$ cat src/rtl/sync_fifo.sv
// sync_fifo: single-clock FIFO with registered read data, registered status
// flags derived from the next count, sticky overflow/underflow flags and a
// synchronous flush. Storage is not reset; only pointers, count and outputs are.
`timescale 1ns/1ps
module sync_fifo #(
    parameter int DATA_WIDTH = 41,
    parameter int ADDR_WIDTH = 4,
    parameter int AFULL_LVL  = (2**ADDR_WIDTH) - 2,
    parameter int AEMPTY_LVL = 2
) (
    input  logic                  clk,
    input  logic                  rst_n,
    input  logic                  flush,
    input  logic                  wr_en,
    input  logic [DATA_WIDTH-1:0] wr_data,
    input  logic                  rd_en,
    output logic [DATA_WIDTH-1:0] rd_data,
    output logic                  rd_valid,
    output logic [ADDR_WIDTH:0]   count,
    output logic                  full,
    output logic                  empty,
    output logic                  almost_full,
    output logic                  almost_empty,
    output logic                  overflow,
    output logic                  underflow,
    input  logic                  err_clr
);

    localparam int DEPTH = 2**ADDR_WIDTH;
    localparam logic [ADDR_WIDTH:0]   DEPTH_C  = (ADDR_WIDTH+1)'(DEPTH);
    localparam logic [ADDR_WIDTH:0]   AFULL_C  = (ADDR_WIDTH+1)'(AFULL_LVL);
    localparam logic [ADDR_WIDTH:0]   AEMPTY_C = (ADDR_WIDTH+1)'(AEMPTY_LVL);
    localparam logic [ADDR_WIDTH:0]   CNT_ONE  = (ADDR_WIDTH+1)'(1);
    localparam logic [ADDR_WIDTH:0]   CNT_ZERO = (ADDR_WIDTH+1)'(0);
    localparam logic [ADDR_WIDTH-1:0] PTR_ONE  = (ADDR_WIDTH)'(1);
    localparam logic [ADDR_WIDTH-1:0] PTR_ZERO = (ADDR_WIDTH)'(0);

    logic [DATA_WIDTH-1:0] mem_q [DEPTH];

    logic [ADDR_WIDTH-1:0] wr_ptr_q,  wr_ptr_d;
    logic [ADDR_WIDTH-1:0] rd_ptr_q,  rd_ptr_d;
    logic [ADDR_WIDTH:0]   count_q,   count_d;
    logic [DATA_WIDTH-1:0] rd_data_q, rd_data_d;
    logic                  rd_valid_q, rd_valid_d;
    logic                  full_q,    full_d;
    logic                  empty_q,   empty_d;
    logic                  afull_q,   afull_d;
    logic                  aempty_q,  aempty_d;
    logic                  ovf_q,     ovf_d;
    logic                  unf_q,     unf_d;

    logic rd_acc_s;
    logic wr_acc_s;
    logic ovf_set_s;
    logic unf_set_s;

    // Decide which requests are accepted this cycle; flush masks both requests.
    always_comb begin
        rd_acc_s  = ~flush & rd_en & ~empty_q;
        wr_acc_s  = ~flush & wr_en & (~full_q | rd_acc_s);
        ovf_set_s = ~flush & wr_en & full_q & ~rd_acc_s;
        unf_set_s = ~flush & rd_en & empty_q;
    end

    // Compute next pointers, count, read data and flags.
    always_comb begin
        wr_ptr_d   = wr_ptr_q;
        rd_ptr_d   = rd_ptr_q;
        count_d    = count_q;
        rd_data_d  = rd_data_q;
        rd_valid_d = 1'b0;

        if (flush) begin
            wr_ptr_d = PTR_ZERO;
            rd_ptr_d = PTR_ZERO;
            count_d  = CNT_ZERO;
        end else begin
            if (wr_acc_s) begin
                wr_ptr_d = wr_ptr_q + PTR_ONE;
            end else begin
                wr_ptr_d = wr_ptr_q;
            end
            if (rd_acc_s) begin
                rd_ptr_d   = rd_ptr_q + PTR_ONE;
                rd_data_d  = mem_q[rd_ptr_q];
                rd_valid_d = 1'b1;
            end else begin
                rd_ptr_d   = rd_ptr_q;
                rd_data_d  = rd_data_q;
                rd_valid_d = 1'b0;
            end
            case ({wr_acc_s, rd_acc_s})
                2'b10:   count_d = count_q + CNT_ONE;
                2'b01:   count_d = count_q - CNT_ONE;
                default: count_d = count_q;
            endcase
        end

        full_d   = (count_d == DEPTH_C);
        empty_d  = (count_d == CNT_ZERO);
        afull_d  = (count_d >= AFULL_C);
        aempty_d = (count_d <= AEMPTY_C);

        // A new error event wins over a simultaneous clear.
        ovf_d = ovf_set_s | (ovf_q & ~err_clr);
        unf_d = unf_set_s | (unf_q & ~err_clr);
    end

    // Storage write; contents survive reset and flush.
    always_ff @(posedge clk) begin
        if (rst_n && wr_acc_s) begin
            mem_q[wr_ptr_q] <= wr_data;
        end
    end

    // State register with synchronous active-low reset.
    always_ff @(posedge clk) begin
        if (!rst_n) begin
            wr_ptr_q   <= PTR_ZERO;
            rd_ptr_q   <= PTR_ZERO;
            count_q    <= CNT_ZERO;
            rd_data_q  <= {DATA_WIDTH{1'b0}};
            rd_valid_q <= 1'b0;
            full_q     <= 1'b0;
            empty_q    <= 1'b1;
            afull_q    <= 1'b0;
            aempty_q   <= 1'b1;
            ovf_q      <= 1'b0;
            unf_q      <= 1'b0;
        end else begin
            wr_ptr_q   <= wr_ptr_d;
            rd_ptr_q   <= rd_ptr_d;
            count_q    <= count_d;
            rd_data_q  <= rd_data_d;
            rd_valid_q <= rd_valid_d;
            full_q     <= full_d;
            empty_q    <= empty_d;
            afull_q    <= afull_d;
            aempty_q   <= aempty_d;
            ovf_q      <= ovf_d;
            unf_q      <= unf_d;
        end
    end

    assign rd_data      = rd_data_q;
    assign rd_valid     = rd_valid_q;
    assign count        = count_q;
    assign full         = full_q;
    assign empty        = empty_q;
    assign almost_full  = afull_q;
    assign almost_empty = aempty_q;
    assign overflow     = ovf_q;
    assign underflow    = unf_q;

endmodule

$ cat config.mk
export PLATFORM = sky130hd
export DESIGN_NAME = sync_fifo
export DESIGN_NICKNAME = d
export VERILOG_FILES = /design/src/rtl/sync_fifo.sv
export SDC_FILE = /design/constraint.sdc
export NUM_CORES = 1
export LEC_CHECK = 0
export BUFFER_PORTS_ARGS = -buffer_cell sky130_fd_sc_hd__buf_2
export CAP_MARGIN = 25
export CORE_UTILIZATION = 42
export CTS_CLUSTER_SIZE = 10
export DETAILED_ROUTE_END_ITERATION = 12
export MAX_ROUTING_LAYER = met4
export SKIP_LAST_GASP = 1
export SLEW_MARGIN = 20
export SYNTH_ARGS = -nofsm -noshare
export SYNTH_HDL_FRONTEND = slang
export SYNTH_SLANG_ARGS = --single-unit
export TNS_END_PERCENT = 10
$ cat constraint.sdc
create_clock -name clk -period 13.98 [get_ports clk]
set_input_delay 1.398 -clock clk [delete_from_list [all_inputs] [get_ports clk]]
set_output_delay 1.398 -clock clk [all_outputs]
set_load 0.02 [all_outputs]
==> impl_metrics.env <==
export IMPL_via_per_inst=5.43
export IMPL_max_vdd_ir_drop_v=0.0000974
export IMPL_antenna_found_initial=4
export IMPL_die_x_um=256
export IMPL_wirelength_mm=56.2
export IMPL_wl_per_cell_um=24.2
export IMPL_max_slew_margin_pct=28.4
export IMPL_ant_nets=0
export IMPL_post_cts_resized=0
export IMPL_final_util_pct=49.1
export IMPL_pwr_share_clk_pct=44.6
export IMPL_ys_types=41
export IMPL_die_area_um2=65600
export IMPL_p_int_mw=3.50
export IMPL_rsz0062_at_grt="no"
export IMPL_pwr_share_seq_pct=53.8
export IMPL_post_cts_buffers=0
export IMPL_setup_violations=0
export IMPL_ys_seq_area_share_pct=77.2
export IMPL_grt_start_max_net_pins=118
export IMPL_hold_class="flop to flop"
export IMPL_dpl_instance_area_um2=28700
export IMPL_fin_skew_ps=17.4
export IMPL_final_nets=1468
export IMPL_post_synth_top_area_cell="edfxtp_1"
export IMPL_p_comb_share_pct=1.5
export IMPL_crit_type="input port to flop"
export IMPL_final_fill_count=5097
export IMPL_hold_buffers=0
export IMPL_clk_pin_slew_ps=50
export IMPL_fin_setup_tns_ps=0
export IMPL_dr_total_vias=12600
export IMPL_grt_pass1_vias=13300
export IMPL_synth_edf_count=656
export IMPL_slew_violations=0
export IMPL_clock_latency_ps=610
export IMPL_die_y_um=256
export IMPL_switching_share_pct=19.7
export IMPL_port_buffers=99
export IMPL_worstSetupEndpointType="flop"
export IMPL_ys_seq_elements=717
export IMPL_netlist_area_um2=27100
export IMPL_drc=0
export IMPL_cp_data_arrival_time_ps=3980
export IMPL_syn_nets=1324
export IMPL_hold_viol=0
export IMPL_core_um2=63400
export IMPL_synth_avg_cell_area_um2=21.4
export IMPL_overflow=0
export IMPL_num_io_pins=100
export IMPL_critPathLaunchType="input port"
export IMPL_final_common_cell="edfxtp_1"
export IMPL_track_usage_pct=18.1
export IMPL_synthArstFlopShare_pct=0
export IMPL_start_util_pct=42.7
export IMPL_synth_area_leaders="edfxtp_1 (73%), mux4_2 (14%), dfxtp_1 (4.5%)"
export IMPL_synthCells=1269
export IMPL_min_period_over_period_pct=26.8
export IMPL_htree_levels=3
export IMPL_cts_root_buf="clkbuf_16"
export IMPL_outcome="completed"
export IMPL_fin_ws_ps=10230
export IMPL_synth_top_area_share_pct=72.7
export IMPL_final_cell_mix="edfxtp_1 (656), mux4_2 (164), buf_2 (99)"
export IMPL_p_leak_nw=9.60
export IMPL_final_area_um2=31100
export IMPL_grt_pass1_wl_mm=85.3
export IMPL_worst_pin_slew_ps=1070
export IMPL_num_rows=92
export IMPL_drt_iter0_drc=893
export IMPL_synth_ff_type="edfxtp_1"
export IMPL_maxCapViolations=0
export IMPL_place_congestion=0.701
export IMPL_drt_first_pass_iters=5
export IMPL_clock_tree_buffer_depth=3
export IMPL_area_growth_pct=14.9
export IMPL_cts_tree="built"
export IMPL_switching_power_uw=857
export IMPL_dp_hpwl_mm=28.7
export IMPL_cp_required_ps=14220
export IMPL_drive_above_1_share_pct=27.9
export IMPL_clock_sinks=717
export IMPL_crit_fanout=26
export IMPL_numCtsBuffers=83
export IMPL_timing_fmax_ghz=0.267
export IMPL_synth_warnings=0
export IMPL_min_period_ps=3750
export IMPL_powerDensity_nw_per_um2=140
export IMPL_pre_cts_ws_ps=9630
routing by layer:
| metal | track usage, % | part of all wire [%] | wire length (µm) |
|---|---|---|---|
| met5 | - | 0 | 0 |
| met4 | 4.69 | 1.9 | 1070 |
| met3 | 3.59 | 4.9 | 2750 |
| met2 | 28.3 | 49 | 27300 |
| met1 | 24.2 | 45 | 25100 |
logic make-up (layout without fill, tap and decap cells):
logic type	after synthesis	in the layout	share of synthesized area, %
multiplexers	248	248	16.7
flip-flops	717	717	77.2
XOR/XNOR	10	10	0.323
other	0	2	0
AO/OA/AOI/OAI	106	106	2.19
adder cells (fa/ha/maj)	8	8	0.369
buffers and inverters	74	285	1.39
AND/OR/NAND/NOR	106	106	1.84
sequential cells by signal, summed over array words and instances, names as in the netlist:
signal,cells
almost_empty,1
overflow,1
full,1
rd_ptr_q,4
underflow,1
empty,1
wr_ptr_q,4
rd_valid,1
rd_data,41
almost_full,1
mem_q,656
count,5
Yosys cell counts (2+ instances only):
cell	number
mux4_2	164
nand3b_1	3
xor2_1	7
ha_1	8
nand2_1	13
a21oi_1	49
clkbuf_1	28
edfxtp_1	656
o41ai_1	2
xnor2_1	3
nand2b_1	5
nor2_1	65
buf_6	8
nand4_1	2
nor3_1	5
inv_1	7
and2_1	4
buf_1	7
buf_4	4
buf_2	20
nor2b_1	3
o21ai_1	44
mux2i_1	84
dfxtp_1	61
power by group through the flow:
| stage | clock network (mW) | logic (mW) | registers (mW) |
|---|---|---|---|
| floorplan | 0 | 0.0229 | 2.39 |
| global placement | 0 | 0.0647 | 2.39 |
| detailed placement | 0 | 0.0677 | 2.39 |
| CTS | 1.99 | 0.0677 | 2.35 |
| global route | 2.07 | 0.0733 | 2.35 |
| finish | 1.95 | 0.0666 | 2.35 |
critical path: stages:
cell and delay (ps):
buf_2 130, nor2b_1 330, nand2_1 100, a21oi_1 440
nand2_1 350, nor2_4 600, buf_4 600
final cells by class:
class	count	area (µm²)	area share, %
diodes	2	5.00	0.0161
clock buffers	143	2350	7.56
clock inverters	9	77.6	0.249
inverters	7	26.3	0.0844
multi-input cells	478	5930	19.1
flip-flops and latches	717	20900	67.2
well taps	846	1060	3.40
repair buffers	126	763	2.45
through the flow:
stage / cells / total power, mW / hold WS [ps]
2_1_floorplan: 1269 / 2.42 / 492
3_3_place_gp: 2171 / 2.46 / 465
3_5_place_dp: 2172 / 2.46 / 454
4_1_cts: 2324 / 4.41 / 468
5_1_grt: 2328 / 4.49 / 495
6_report: 2328 / 4.36 / 461
worst paths after layout:
check	from	slack [ps]	endpoint	cells after the start
min reg2reg	rd_data[7]$_SDFFE_PN0P_	460	rd_data[7]$_SDFFE_PN0P_	2
max reg2reg	rd_ptr_q[0]$_SDFFE_PP0P_	10780	rd_data[18]$_SDFFE_PN0P_	8
min	rd_data[7]$_SDFFE_PN0P_	460	rd_data[7]$_SDFFE_PN0P_	2
max	rst_n	10230	mem_q[8][16]$_DFFE_PP_	7
No activity file was read; power rests on OpenSTA's default activity.
